$ cat src/rtl/cond_logic_if.sv
`default_nettype none
// ============================================================================
// Module      : cond_logic_if
// Description : Decoder-to-datapath bundle for the conditional-execution unit.
//               Counter signals exist only when COND_PERF_EN is defined.
// Revision    : 1.0 - initial release
// ============================================================================
interface cond_logic_if;
    logic        en;
    logic [3:0]  Cond;
    logic [3:0]  ALUFlags;
    logic [1:0]  FlagW;
    logic        PCS;
    logic        RegWrite;
    logic        MemWrite;
    logic        PCSrc;
    logic        RegWriteEn;
    logic        MemWriteEn;
    logic        CondEx;
    logic [3:0]  Flags;
`ifdef COND_PERF_EN
    logic        perf_clr;
    logic [15:0] SquashCnt;
    logic [15:0] BranchCnt;

    modport master (
        output en, Cond, ALUFlags, FlagW, PCS, RegWrite, MemWrite, perf_clr,
        input  PCSrc, RegWriteEn, MemWriteEn, CondEx, Flags, SquashCnt, BranchCnt
    );
    modport slave (
        input  en, Cond, ALUFlags, FlagW, PCS, RegWrite, MemWrite, perf_clr,
        output PCSrc, RegWriteEn, MemWriteEn, CondEx, Flags, SquashCnt, BranchCnt
    );
`else
    modport master (
        output en, Cond, ALUFlags, FlagW, PCS, RegWrite, MemWrite,
        input  PCSrc, RegWriteEn, MemWriteEn, CondEx, Flags
    );
    modport slave (
        input  en, Cond, ALUFlags, FlagW, PCS, RegWrite, MemWrite,
        output PCSrc, RegWriteEn, MemWriteEn, CondEx, Flags
    );
`endif
endinterface
`default_nettype wire

$ cat src/rtl/cond_logic.sv
`default_nettype none
// ============================================================================
// Module      : cond_logic
// Description : ARMv4 conditional-execution unit: NZCV register, condition
//               check, gated write/branch enables. Optional squash/branch
//               counters enabled by defining COND_PERF_EN.
// Revision    : 1.0 - initial release
// ============================================================================
module cond_logic (
    input  logic        clk,
    input  logic        reset,
    cond_logic_if.slave bus
);
    localparam logic [3:0] COND_EQ = 4'b0000;
    localparam logic [3:0] COND_NE = 4'b0001;
    localparam logic [3:0] COND_CS = 4'b0010;
    localparam logic [3:0] COND_CC = 4'b0011;
    localparam logic [3:0] COND_MI = 4'b0100;
    localparam logic [3:0] COND_PL = 4'b0101;
    localparam logic [3:0] COND_VS = 4'b0110;
    localparam logic [3:0] COND_VC = 4'b0111;
    localparam logic [3:0] COND_HI = 4'b1000;
    localparam logic [3:0] COND_LS = 4'b1001;
    localparam logic [3:0] COND_GE = 4'b1010;
    localparam logic [3:0] COND_LT = 4'b1011;
    localparam logic [3:0] COND_GT = 4'b1100;
    localparam logic [3:0] COND_LE = 4'b1101;

    logic [1:0] nz_q, nz_d;
    logic [1:0] cv_q, cv_d;
    logic       w_n, w_z, w_c, w_v;
    logic       w_cond_ex;
    logic       w_go;

    assign w_n = nz_q[1];
    assign w_z = nz_q[0];
    assign w_c = cv_q[1];
    assign w_v = cv_q[0];

    // Evaluated against the registered flags so a flag-setting instruction
    // sees the state left by its predecessor.
    always_comb begin
        w_cond_ex = 1'b1;
        case (bus.Cond)
            COND_EQ: w_cond_ex = w_z;
            COND_NE: w_cond_ex = ~w_z;
            COND_CS: w_cond_ex = w_c;
            COND_CC: w_cond_ex = ~w_c;
            COND_MI: w_cond_ex = w_n;
            COND_PL: w_cond_ex = ~w_n;
            COND_VS: w_cond_ex = w_v;
            COND_VC: w_cond_ex = ~w_v;
            COND_HI: w_cond_ex = w_c & ~w_z;
            COND_LS: w_cond_ex = ~w_c | w_z;
            COND_GE: w_cond_ex = (w_n == w_v);
            COND_LT: w_cond_ex = (w_n != w_v);
            COND_GT: w_cond_ex = ~w_z & (w_n == w_v);
            COND_LE: w_cond_ex = w_z | (w_n != w_v);
            default: w_cond_ex = 1'b1;
        endcase
    end

    assign w_go           = bus.en & w_cond_ex;
    assign bus.CondEx     = w_cond_ex;
    assign bus.PCSrc      = w_go & bus.PCS;
    assign bus.RegWriteEn = w_go & bus.RegWrite;
    assign bus.MemWriteEn = w_go & bus.MemWrite;
    assign bus.Flags      = {nz_q, cv_q};

    always_comb begin
        nz_d = nz_q;
        cv_d = cv_q;
        if (w_go && bus.FlagW[1]) begin
            nz_d = bus.ALUFlags[3:2];
        end
        if (w_go && bus.FlagW[0]) begin
            cv_d = bus.ALUFlags[1:0];
        end
    end

    always_ff @(posedge clk) begin
        if (reset) begin
            nz_q <= 2'b00;
            cv_q <= 2'b00;
        end else begin
            nz_q <= nz_d;
            cv_q <= cv_d;
        end
    end

`ifdef COND_PERF_EN
    localparam logic [15:0] CNT_MAX = 16'hFFFF;

    logic [15:0] squash_cnt_q, squash_cnt_d;
    logic [15:0] branch_cnt_q, branch_cnt_d;
    logic        w_squash;

    // Only count squashes of instructions that would have had a side effect.
    assign w_squash = bus.en & ~w_cond_ex &
                      (bus.PCS | bus.RegWrite | bus.MemWrite | (|bus.FlagW));

    always_comb begin
        squash_cnt_d = squash_cnt_q;
        branch_cnt_d = branch_cnt_q;
        if (bus.perf_clr) begin
            squash_cnt_d = 16'h0000;
            branch_cnt_d = 16'h0000;
        end else begin
            if (w_squash && (squash_cnt_q != CNT_MAX)) begin
                squash_cnt_d = squash_cnt_q + 16'h0001;
            end
            if (bus.PCSrc && (branch_cnt_q != CNT_MAX)) begin
                branch_cnt_d = branch_cnt_q + 16'h0001;
            end
        end
    end

    always_ff @(posedge clk) begin
        if (reset) begin
            squash_cnt_q <= 16'h0000;
            branch_cnt_q <= 16'h0000;
        end else begin
            squash_cnt_q <= squash_cnt_d;
            branch_cnt_q <= branch_cnt_d;
        end
    end

    assign bus.SquashCnt = squash_cnt_q;
    assign bus.BranchCnt = branch_cnt_q;
`endif

endmodule
`default_nettype wire

$ cat src/flat_wrapper.sv
// flat-port wrapper written by rule: the top's interface ports become plain ports
module cond_logic_flat 
  (clk, reset, bus_en, bus_Cond, bus_ALUFlags, bus_FlagW, bus_PCS, bus_RegWrite, bus_MemWrite, bus_PCSrc, bus_RegWriteEn, bus_MemWriteEn, bus_CondEx, bus_Flags);
  cond_logic_if bus_i ();
  input  logic clk;
  input  logic reset;
  input wire logic [$bits(bus_i.en)-1:0] bus_en;
  input wire logic [$bits(bus_i.Cond)-1:0] bus_Cond;
  input wire logic [$bits(bus_i.ALUFlags)-1:0] bus_ALUFlags;
  input wire logic [$bits(bus_i.FlagW)-1:0] bus_FlagW;
  input wire logic [$bits(bus_i.PCS)-1:0] bus_PCS;
  input wire logic [$bits(bus_i.RegWrite)-1:0] bus_RegWrite;
  input wire logic [$bits(bus_i.MemWrite)-1:0] bus_MemWrite;
  output wire logic [$bits(bus_i.PCSrc)-1:0] bus_PCSrc;
  output wire logic [$bits(bus_i.RegWriteEn)-1:0] bus_RegWriteEn;
  output wire logic [$bits(bus_i.MemWriteEn)-1:0] bus_MemWriteEn;
  output wire logic [$bits(bus_i.CondEx)-1:0] bus_CondEx;
  output wire logic [$bits(bus_i.Flags)-1:0] bus_Flags;
  assign bus_i.en = bus_en;
  assign bus_i.Cond = bus_Cond;
  assign bus_i.ALUFlags = bus_ALUFlags;
  assign bus_i.FlagW = bus_FlagW;
  assign bus_i.PCS = bus_PCS;
  assign bus_i.RegWrite = bus_RegWrite;
  assign bus_i.MemWrite = bus_MemWrite;
  assign bus_PCSrc = bus_i.PCSrc;
  assign bus_RegWriteEn = bus_i.RegWriteEn;
  assign bus_MemWriteEn = bus_i.MemWriteEn;
  assign bus_CondEx = bus_i.CondEx;
  assign bus_Flags = bus_i.Flags;
  cond_logic u_core (.clk(clk), .reset(reset), .bus(bus_i));
endmodule
$ cat config.mk
export PLATFORM = sky130hd
export DESIGN_NAME = cond_logic_flat
export DESIGN_NICKNAME = d
export VERILOG_FILES = /design/src/rtl/cond_logic_if.sv /design/src/rtl/cond_logic.sv /design/src/flat_wrapper.sv
export SDC_FILE = /design/constraint.sdc
export NUM_CORES = 1
export LEC_CHECK = 0
export CORE_AREA = 3 3 40 42
export CTS_CLUSTER_DIAMETER = 50
export CTS_CLUSTER_SIZE = 28
export DETAILED_ROUTE_END_ITERATION = 8
export DIE_AREA = 0 0 43 45
export PLACE_DENSITY = 0.67
export SYNTH_ARGS = -nofsm -noshare
export SYNTH_HDL_FRONTEND = slang
export SYNTH_SLANG_ARGS = --single-unit
$ cat constraint.sdc
create_clock -name clk -period 2.1 [get_ports clk]
set_input_delay 0.42 -clock clk [delete_from_list [all_inputs] [get_ports clk]]
set_output_delay 0.42 -clock clk [all_outputs]
set_load 0.005 [all_outputs]
### After elaboration in Yosys (flattened, before gate mapping)

Cells that the tools add are included.

* bits in registers: 4
* input port bits: 16
* output and inout port bits: 8
* logic and storage cells: 33

* reduce and logical (&&, ||, !) cells: 3
* eq/ne operators: 15
* bitwise operators: 12
* multiplexer cells: 1

Operators with widths (count)
* $eq 4x4->1 const B: 6
* $eq 4x3->1 const B: 4
* $pmux 1 s14: 1
* $eq 4x2->1 const B: 2
* $and 1x1->1: 6
* $eq 4x1->1 const B: 1
* $logic_not 4->1: 1
* $not 1->1: 4
* $logic_and 1x1->1: 2
* $or 1x1->1: 2
* $eq 1x1->1: 1
* $ne 1x1->1: 1

### Longest topological paths before layout

Gate-level depths: netlist of the first run.

* word-level depth: 5
* gate-level depth with buffers: 5
* depth with buffers taken out: 5

### Least setup slack after synthesis of the first run

No wires, ideal clock.

* kind: register to output
* start: reg u_core.cv_q[0]
* end: out bus_MemWriteEn
* required time: 1.680 ns
* stages on the path, launching flop included: 6
* arrival: 1.428 ns
* setup slack: 0.252 ns
* path buffers: 0
* path through: dfxtp_1 > xnor3_1 > o211ai_2 > o311a_4 > a21boi_1 > and2_1

* cells in the longest elaborated chain, start to end: 5
* elaborated cells on any way between the ends: 8
* classes of those cells: 2 x eq/ne; 1 x mux; 5 x bitwise

Ends and longest elaborated chain
* start, declared: RTL line cond_logic.sv:30 `logic [1:0] cv_q, cv_d;`
* start signal, assigned: RTL line cond_logic.sv:87 `cv_q <= cv_d;`
* $ne 1x1->1 or $eq 1x1->1 (tied branches)
* $or 1x1->1 or $and 1x1->1 (tied branches): RTL line cond_logic.sv:58, cond_logic.sv:57
* $pmux 1 s14 (*): RTL line cond_logic.sv:44 `case (bus.Cond)`
* $and 1x1->1 (*): RTL line cond_logic.sv:63 `assign w_go = bus.en & w_cond_ex;`
* $and 1x1->1 (*): RTL line cond_logic.sv:67 `assign bus.MemWriteEn = w_go & bus.MemWrite;`
* end, declared: RTL line flat_wrapper.sv:16 `output wire logic [$bits(bus_i.MemWriteEn)-1:0] bus_MemWriteEn;`

Every way passes the cells marked *; elsewhere a longest branch is shown, timed or not.

### Worst setup path in the final report of the first run

* start: reg u_core.cv_q[0]
* end: out bus_RegWriteEn

* cells in the longest elaborated chain, start to end: 5
* elaborated cells on any way between the ends: 8
* classes of those cells: 2 x eq/ne; 1 x mux; 5 x bitwise

Ends and longest elaborated chain
* $ne 1x1->1 or $eq 1x1->1 (tied branches)
* $or 1x1->1 or $and 1x1->1 (tied branches): RTL line cond_logic.sv:58, cond_logic.sv:57
* $pmux 1 s14 (*): RTL line cond_logic.sv:44
* $and 1x1->1 (*): RTL line cond_logic.sv:63
* $and 1x1->1 (*): RTL line cond_logic.sv:66 `assign bus.RegWriteEn = w_go & bus.RegWrite;`
* end, declared: RTL line flat_wrapper.sv:15 `output wire logic [$bits(bus_i.RegWriteEn)-1:0] bus_RegWriteEn;`

Marks and branches as above.

==> results.py, run 1 <==
metrics = {
    "status": {
        "status": "finished with violations",
        "violations": "negative setup slack",
    },
    "critical_path": {
        "crit_arrival_ns": 1.75,
        "cp.required_ns": 1.68,
        "path_max_fanout": 4,
        "critPathLaunchType": "flop",
        "cp_slowest_cell": "dfxtp_2",
        "cp-end-kind": "primary output",
        "path_class": "flop to primary output",
        "path_cells": "buf_6, mux2i_1, mux2i_1, o311a_4, buf_6, a21boi_2, and2_1, buf_2",
        "cp_top_family": "multiplexers",
        "path_buf_inv": 3,
        "slowest_delay_ns": 0.31,
    },
    "power": {
        "p_total_mw": 0.314,
        "power_density_nw_per_um2": 384,
        "switching_share_pct": 26.2,
        "peakVddDrop_mv": 0.250,
        "p_seq_share_pct": 26.8,
        "p_clk_share_pct": 31.0,
        "switchingPower_mw": 0.0823,
        "power.internal_mw": 0.232,
        "leakage_nw": 0.370,
        "comb_power_share_pct": 42.2,
    },
    "cts": {
        "numCtsBuffers": 3,
        "clockRootBuffer": "clkbuf_4",
        "path_clk_slew_ns": 0.04,
        "cts.sinks": 4,
        "clk_latency_ns": 0.24,
        "cts_tree": "built",
        "cts-htree-levels": 1,
        "clockBufferDepth": 2,
    },
    "synthesis": {
        "yosysWarnings": 0,
        "synth-edff-count": 0,
        "synthCells": 42,
        "syn_avg_cell_area_sq_um": 9.47,
        "synth-seq-cells": 4,
        "synth_area_leaders": "dfxtp_1, mux2i_1, nand2b_1, and3b_1, xnor3_1",
        "yosysSeqAreaShare_pct": 20.1,
        "synth_top_area_cell": "dfxtp_1",
        "ys_types": 16,
        "syn_nets": 58,
        "synth_top_cell_area_share_pct": 20.1,
        "yosys-top-cells-count": "mux2i_1, nand2b_1, dfxtp_1, nand2_1",
        "ys_async_sr_fraction_pct": 0,
        "netlist_area_sq_um": 398,
        "synth_top_flop_cell": "dfxtp_1",
    },
    "timing": {
        "period_share_pct": 103,
        "fmax_mhz": 462,
        "period_needed_ns": 2.17,
        "hold_violations": 0,
        "tightest_slew_ns": 0.226,
        "maxSlewHeadroom_pct": 84.5,
        "setup_viol": 3,
        "worst_slack_ns": -0.0650,
        "finalClockSkew_ns": 0.00315,
        "rsz0062_at_grt": "true",
        "drv_slew": 0,
    },
    "cells_and_area": {
        "final_nets": 105,
        "num_antenna_cells": 0,
        "layout-drive-gt1-share_pct": 48.3,
        "utilization_pct": 63.7,
        "syn_to_final_growth_pct": 106,
    },
    "drt": {
        "drt-pass1-iter-count": 2,
        "wire_per_inst_um": 11.7,
        "drc": 0,
        "antenna_left": 0,
        "via_count": 473,
        "routed_wirelength_mm": 1.20,
        "viasPerCell": 4.64,
        "drt_iter0_drc": 2,
    },
    "floorplan": {
        "pin_count": 24,
        "start_util_pct": 31.0,
        "dieArea_sq_um": 1940,
        "dieHeight_um": 45,
        "fp.dieW_um": 43,
        "core_area_sq_um": 1280,
        "rows": 13,
    },
    "global_route": {
        "track_usage_pct": 14.2,
        "first_global_vias": 490,
        "gr-total-overflow": 0,
        "antenna_found_initial": 0,
        "grt_first_pass_wirelength_mm": 2.03,
        "grt_max_degree": 9,
    },
    "hold_path": {
        "hp-class": "flop to flop",
    },
    "placement": {
        "gp_congestion": 0.732,
        "io_buffers": 23,
        "dp_hpwl_um": 911,
    },
    "flow_run": {
        "maxCapViolations": 0,
    },
}
==> repair_timing <==
| action | CTS | global route |
|---|---|---|
| gates resized for setup | 39 | 4 |
| hold buffers | 0 | 0 |
| setup endpoints to repair | 4 | 4 |
| pin swaps | 8 | 2 |
| buffers inserted | 5 | 1 |
==> flip-flops by register name, summed over array words and instances (netlist names) <==
| name | cells |
|---|---|
| u_core.cv_q | 2 |
| u_core.nz_q | 2 |
==> area by class of cell <==
class | instances | area [sq um]
clock buffer | 3 | 22.5
sequential | 4 | 85.1
tap | 15 | 18.8
timing repair buffer | 42 | 357
multi-input combinational | 38 | 335
fill | 119 | 467
==> cells by family after synthesis <==
logic type      Yosys count  share of synthesized area [%]
compound gates            6                           16.7
xor+xnor                  3                           10.1
flops                     4                           20.1
mux                       8                           20.1
simple gates             21                           33.0
==> placed cells by master, fill, tap and decap left out <==
cell,n
xnor2_1,1
a22oi_2,1
nor3b_2,1
xnor3_1,1
nor2b_1,1
dfxtp_2,4
clkdlybuf4s15_2,1
nand2b_1,8
clkbuf_4,3
and3b_1,3
and2_1,3
o311a_4,1
buf_4,16
mux2i_2,1
buf_2,5
clkbuf_2,1
buf_6,4
xor2_1,1
a21boi_2,1
nor3b_1,1
clkdlybuf4s50_1,15
o211ai_2,1
nand2_1,4
mux2i_1,7
a21oi_2,2
==> worst min-delay path: cells and delay by family, from the launching register on <==
family           cells  cell delay, ns
flip-flops           1            0.33
AND/OR/NAND/NOR      1            0.07
multiplexers         1            0.05
==> final timing paths <==
| path | from | end | slack [ns] | depth (start not counted) |
|---|---|---|---|---|
| worst min-delay path | u_core.cv_q[1] | u_core.cv_q[1] | 0.50 | 2 |
| worst max register to register | u_core.nz_q[1] | u_core.nz_q[1] | 0.45 | 8 |
| worst max-delay path | u_core.cv_q[0] | bus_RegWriteEn | -0.07 | 8 |
| worst min register to register | u_core.cv_q[1] | u_core.cv_q[1] | 0.50 | 2 |
==> power by group through the flow <==
stage	Clock [mW]	Sequential, mW	Combinational (mW)
6_report	0.0974	0.0842	0.133
5_1_grt	0.104	0.0847	0.143
4_1_cts	0.103	0.0843	0.128
3_5_place_dp	0	0.0846	0.124
3_3_place_gp	0	0.0843	0.123
2_1_floorplan	0	0.0848	0.0445
==> metal layers <==
layer / track usage [%] / up-vias / part of all wire [%]
met5: 0 / - / 0
met4: 9.04 / 0 / 1.2
met3: 1.99 / 2 / 7.1
met2: 26.6 / 16 / 53
met1: 14.7 / 211 / 39
li1: - / 244 / -
==> stage by stage <==
stage / hold slack (ns) / instance area [sq um] / worst slack [ns] / instances / TNS (ns)
after floorplan: 0.484 / 398 / 0.252 / 42 / 0
after global placement: 0.505 / 752 / -0.717 / 94 / -3.07
after detailed placement: 0.520 / 752 / -0.768 / 94 / -3.31
after CTS: 0.498 / 806 / -0.0579 / 101 / -0.164
after global routing: 0.514 / 818 / -0.154 / 102 / -0.490
final: 0.497 / 818 / -0.0650 / 102 / -0.177
Note: power is estimated with default switching activity, not from simulation.
==> run 2, diff against run 1 <==
--- a/config.mk
+++ b/config.mk
@@ -5,11 +5,11 @@
 export SDC_FILE = /design/constraint.sdc
 export NUM_CORES = 1
 export LEC_CHECK = 0
-export CORE_AREA = 3 3 40 42
+export CORE_AREA = 2 2 39 41
 export CTS_CLUSTER_DIAMETER = 50
 export CTS_CLUSTER_SIZE = 28
 export DETAILED_ROUTE_END_ITERATION = 8
-export DIE_AREA = 0 0 43 45
+export DIE_AREA = 0 0 41 43
 export PLACE_DENSITY = 0.67
 export SYNTH_ARGS = -nofsm -noshare
 export SYNTH_HDL_FRONTEND = slang
==> run 2 against run 1 <==
  * The flow still finishes with violations (negative setup slack)
  * Clock skew up 0.0018 ns
  * Maximum frequency up 2.2%
  * Hold slack better by 0.014 ns
  * Critical path depth unchanged
  * Core utilization down 6.6 points
  * Sequential power down 2.5%
  * Via count down 3.8%
  * Routed wire length up 0.17%
  * Setup slack better by 0.047 ns
  * Sequential share of layout area up 0.85 points
  * Critical endpoint is now bus_PCSrc
  * Highest routed layer is now met3
==> results.py, run 2 (synthesis gave the netlist of run 1 again) <==
metrics = {
    "status": {
        "status": "finished with violations",
        "violations": "negative setup slack",
    },
    "placement": {
        "gp_congestion": 0.629,
        "io_buffers": 23,
        "dp_cells": 93,
    },
    "power": {
        "p_seq_share_pct": 26.5,
        "power.internal_mw": 0.226,
        "comb_power_share_pct": 41.7,
        "switching_share_pct": 26.8,
        "peakVddDrop_mv": 0.329,
        "power_density_nw_per_um2": 392,
        "switchingPower_mw": 0.0831,
        "leakage_nw": 0.352,
        "p_total_mw": 0.309,
        "p_clk_share_pct": 31.8,
    },
    "cells_and_area": {
        "syn_to_final_growth_pct": 98.4,
        "final_cell_mix": "clkdlybuf4s50_1, buf_4, nand2b_1",
        "top_regs": "u_core.cv_q x2, u_core.nz_q x2",
        "num_antenna_cells": 0,
        "final_nets": 102,
        "layout-drive-gt1-share_pct": 44.0,
        "layout.cells.non_filler": 100,
        "mostFrequentLayoutCell": "clkdlybuf4s50_1",
    },
    "drt": {
        "drt-pass1-iter-count": 3,
        "routed_wirelength_mm": 1.20,
        "antenna_left": 0,
        "wire_per_inst_um": 12.0,
        "via_count": 455,
        "drc": 0,
        "drt_iter0_drc": 9,
        "viasPerCell": 4.55,
    },
    "floorplan": {
        "start_util_pct": 28.8,
        "pin_count": 24,
        "fp.dieW_um": 41,
        "dieArea_sq_um": 1760,
        "dieHeight_um": 43,
        "rows": 14,
        "core_area_sq_um": 1380,
    },
    "critical_path": {
        "path_class": "flop to primary output",
        "crit_arrival_ns": 1.70,
        "slowest_delay_ns": 0.35,
        "cp_slowest_cell": "dfxtp_4",
        "path_cells": "buf_6, xnor2_1, a22oi_2, mux2i_2, buf_4, a21boi_2, and2_1, buf_2",
        "critPathLaunchType": "flop",
        "cp.required_ns": 1.68,
        "path_max_fanout": 3,
        "cp-end-kind": "primary output",
    },
    "cts": {
        "numCtsBuffers": 3,
        "clockBufferDepth": 2,
        "cts.sinks": 4,
        "path_clk_slew_ns": 0.04,
        "clk_latency_ns": 0.24,
        "cts_tree": "built",
        "clockRootBuffer": "clkbuf_4",
        "cts-htree-levels": 1,
        "holdBufCountCts": 0,
    },
    "global_route": {
        "track_usage_pct": 17.2,
        "antenna_found_initial": 0,
        "grt_first_pass_wirelength_mm": 1.97,
        "first_global_vias": 465,
        "gr-total-overflow": 0,
        "grt_max_degree": 9,
    },
    "timing": {
        "hold_violations": 0,
        "worst_slack_ns": -0.0181,
        "setup_tns_ns": -0.0441,
        "period_needed_ns": 2.12,
        "tightest_slew_ns": 0.231,
        "rsz0062_at_grt": "true",
        "drv_slew": 0,
        "maxSlewHeadroom_pct": 84.1,
        "fmax_mhz": 472,
        "period_share_pct": 101,
        "setup_viol": 3,
        "finalClockSkew_ns": 0.00499,
    },
    "flow_run": {
        "maxCapViolations": 0,
    },
    "hold_path": {
        "hp-class": "flop to flop",
    },
}
run 2: cell count changes in the layout (fill, tap and decap cells not counted), sizes merged:
cell and change:
clkbuf -1, clkdlybuf4s15 -1, buf -1
run 2: timing repair:
item / in CTS / in global routing
cloned: 0 / 0
buffers inserted: 5 / 0
pin swaps: 6 / 5
setup endpoints to repair: 4 / 4
resized for setup: 43 / 2
run 2: worst paths after layout:
path	startpoint	end	slack (ns)	cells past startpoint
max reg2reg	u_core.cv_q[1]	u_core.nz_q[1]	0.41	7
max	u_core.nz_q[1]	bus_PCSrc	-0.02	8
min	u_core.nz_q[1]	u_core.nz_q[1]	0.51	2
min reg2reg	u_core.nz_q[1]	u_core.nz_q[1]	0.51	2
run 2: power by group through the flow:
stage               Sequential (mW)  Combinational, mW  Clock (mW)
floorplan                    0.0848             0.0445           0
global placement             0.0842              0.120           0
detailed placement           0.0842              0.121           0
CTS                          0.0827              0.127       0.103
global route                 0.0827              0.139       0.108
finish                       0.0821              0.129      0.0983
run 2: worst max-delay path, delay by kind of cell (launching register included):
kind	cells	cell delay, ns
AOI/OAI and AO/OA	2	0.21
muxes	1	0.26
and+or+nand+nor	1	0.13
DFF	1	0.35
xor gates and xnor gates	1	0.13
buffers and inverters	3	0.39
run 2: area by class of cell:
class / count / area [sq um]
timing repair buffer: 39 / 328
clock buffer: 3 / 22.5
sequential: 4 / 88.8
tap: 16 / 20.0
multi-input combinational: 38 / 330
fill: 137 / 594
run 2: per-layer routing:
| metal | track usage (%) | wire length [um] | vias to the layer above |
|---|---|---|---|
| li1 | - | - | 237 |
| met1 | 19.4 | 494 | 205 |
| met2 | 27.2 | 645 | 13 |
| met3 | 3.14 | 57 | 0 |
| met4 | 12.0 | 0 | 0 |
| met5 | 0 | 0 | - |
run 2: through the flow:
| step | hold WS, ns | util (%) | cell area [sq um] | worst slack, ns |
|---|---|---|---|---|
| after floorplan | 0.484 | - | 398 | 0.252 |
| after CTS | 0.501 | 56.8 | 786 | 0.00275 |
| after global placement | 0.500 | 53.3 | 738 | -0.706 |
| after global routing | 0.550 | 57.1 | 790 | -0.100 |
| final | 0.510 | 57.1 | 790 | -0.0181 |
| after detailed placement | 0.507 | 53.3 | 738 | -0.740 |
==> run 3, diff against run 2 <==
==> constraint.sdc (replaced) <==
create_clock -name clk -period 2.1 [get_ports clk]
set_input_delay 0.42 -clock clk [delete_from_list [all_inputs] [get_ports clk]]
set_output_delay 0.42 -clock clk [all_outputs]
set_load 0.05 [all_outputs]
==> run 3 against run 2 <==
  * The run still ends with negative setup slack left
  * Clock power rose by 9.9%
  * Register-to-register slack better by 0.09 ns
  * Sequential power increased by 2%
  * Critical path depth fell by 2
  * Design area grew 2.5%
  * Die area stayed put
  * Core utilization is 1.4 points higher
  * Sequential cell count unchanged
  * Sequential share of layout area down 0.12 points
  * First-iteration DRC count shrank 67%
  * Critical endpoint is now bus_MemWriteEn
  * Largest cell class unchanged
==> results.py, run 3 (synthesis gave the netlist of run 1 again) <==
metrics = {
    "global_route": {
        "grt_first_pass_wirelength_mm": 1.71,
        "grt_max_degree": 9,
        "antenna_found_initial": 0,
        "track_usage_pct": 14.4,
        "gr-total-overflow": 0,
        "first_global_vias": 455,
    },
    "power": {
        "switchingPower_mw": 0.118,
        "p_seq_share_pct": 23.1,
        "power.internal_mw": 0.243,
        "peakVddDrop_mv": 0.258,
        "leakage_nw": 0.330,
        "comb_power_share_pct": 47.0,
        "switching_share_pct": 32.7,
        "p_clk_share_pct": 29.9,
        "power_density_nw_per_um2": 446,
    },
    "drt": {
        "wire_per_inst_um": 11.5,
        "via_count": 450,
        "routed_wirelength_mm": 1.08,
        "antenna_left": 0,
        "drt_iter0_drc": 3,
        "drt-pass1-iter-count": 2,
        "drc": 0,
        "viasPerCell": 4.79,
    },
    "critical_path": {
        "cp.required_ns": 1.68,
        "cp-end-kind": "primary output",
        "rr_worst_depth": 7,
        "crit_arrival_ns": 1.70,
        "r2r_setup_slack_ns": 0.50,
        "path_max_fanout": 5,
        "path_class": "flop to primary output",
        "critPathLaunchType": "flop",
    },
    "flow_run": {
        "maxCapViolations": 0,
    },
    "hold_path": {
        "hold_depth": 2,
        "hp-class": "flop to flop",
    },
    "timing": {
        "rsz0062_at_grt": "true",
        "drv_slew": 0,
        "maxSlewHeadroom_pct": 66.7,
        "period_needed_ns": 2.12,
        "setup_viol": 4,
        "hold_violations": 0,
        "fmax_mhz": 471,
        "worst_slack_ns": -0.0214,
        "period_share_pct": 101,
        "finalClockSkew_ns": 0.00270,
        "tightest_slew_ns": 0.498,
    },
    "cells_and_area": {
        "postLayoutCellArea_sq_um": 810,
        "final_nets": 95,
        "final_cell_mix": "clkdlybuf4s50_1, nand2b_1, buf_4",
        "layout-drive-gt1-share_pct": 46.2,
        "fillers": 130,
        "num_antenna_cells": 0,
        "syn_to_final_growth_pct": 103,
        "layout.cells.non_filler": 94,
        "top_regs": "u_core.cv_q x2, u_core.nz_q x2",
        "mostFrequentLayoutCell": "clkdlybuf4s50_1",
    },
    "cts": {
        "numCtsBuffers": 3,
        "holdBufCountCts": 0,
        "cts-htree-levels": 1,
        "path_clk_slew_ns": 0.04,
        "cts.sinks": 4,
        "cts_tree": "built",
        "clockBufferDepth": 2,
        "clockRootBuffer": "clkbuf_4",
        "clk_latency_ns": 0.24,
    },
    "floorplan": {
        "start_util_pct": 28.8,
        "core_area_sq_um": 1380,
        "dieHeight_um": 43,
        "rows": 14,
        "fp.dieW_um": 41,
        "pin_count": 24,
        "dieArea_sq_um": 1760,
    },
    "placement": {
        "place_area_sq_um": 747,
        "dp_hpwl_um": 795,
        "io_buffers": 23,
        "dp_cells": 89,
        "gp_congestion": 0.672,
    },
    "status": {
        "status": "finished with violations",
        "violations": "negative setup slack",
    },
}
-- run 3: through the flow --
step / TNS, ns / worst slack [ns] / utilization, % / hold WS (ns) / power, mW
4_1_cts: -0.0917 / -0.0315 / 57.8 / 0.499 / 0.363
2_1_floorplan: 0 / 0.00345 / - / 0.564 / 0.162
6_report: -0.0619 / -0.0214 / 58.5 / 0.493 / 0.361
3_3_place_gp: -1.81 / -0.393 / 54.0 / 0.489 / 0.241
5_1_grt: -0.315 / -0.0861 / 58.5 / 0.528 / 0.381
3_5_place_dp: -2.09 / -0.440 / 54.0 / 0.493 / 0.242
-- run 3: cell type report --
class	count	area, sq um	area share (%)
multi-input cells	38	354	43.7
repair buffers	32	319	39.4
flip-flops and latches	4	90.1	11.1
clock buffers	4	26.3	3.25
well taps	16	20.0	2.47
-- run 3: worst max-delay path: stages, from the launching register on --
cell,delay (ns)
dfxtp_4,0.36
xnor3_1,0.35
o211ai_2,0.17
o311a_4,0.24
a21boi_4,0.06
and2_4,0.15
buf_12,0.14
-- run 3: power by group through the flow --
stage	clock [mW]	combinational [mW]	sequential [mW]
6_report	0.108	0.170	0.0835
5_1_grt	0.118	0.179	0.0843
4_1_cts	0.115	0.165	0.0836
3_5_place_dp	0	0.156	0.0857
3_3_place_gp	0	0.155	0.0858
2_1_floorplan	0	0.0665	0.0958
-- run 3: worst paths after layout --
| path | startpoint | end |
|---|---|---|
| hold / removal | u_core.cv_q[1] | u_core.cv_q[1] |
| hold reg to reg | u_core.cv_q[1] | u_core.cv_q[1] |
| setup / recovery | u_core.nz_q[1] | bus_MemWriteEn |
| setup reg to reg | u_core.nz_q[0] | u_core.nz_q[0] |
-- run 3: timing repair --
item | 4_1_cts | 5_1_grt
gates resized for setup | 22 | 4
buffers inserted | 1 | 0
hold endpoints to repair | 0 | 0
setup endpoints to repair | 4 | 4
pin swaps | 8 | 2
-- run 3: metal layers --
| layer | wire length, um | global-route usage [%] | vias up |
|---|---|---|---|
| met5 | 0 | 0 | - |
| met4 | 0 | 8.00 | 0 |
| met3 | 54 | 3.14 | 0 |
| met2 | 574 | 22.8 | 15 |
| met1 | 454 | 16.7 | 210 |
| li1 | - | - | 225 |
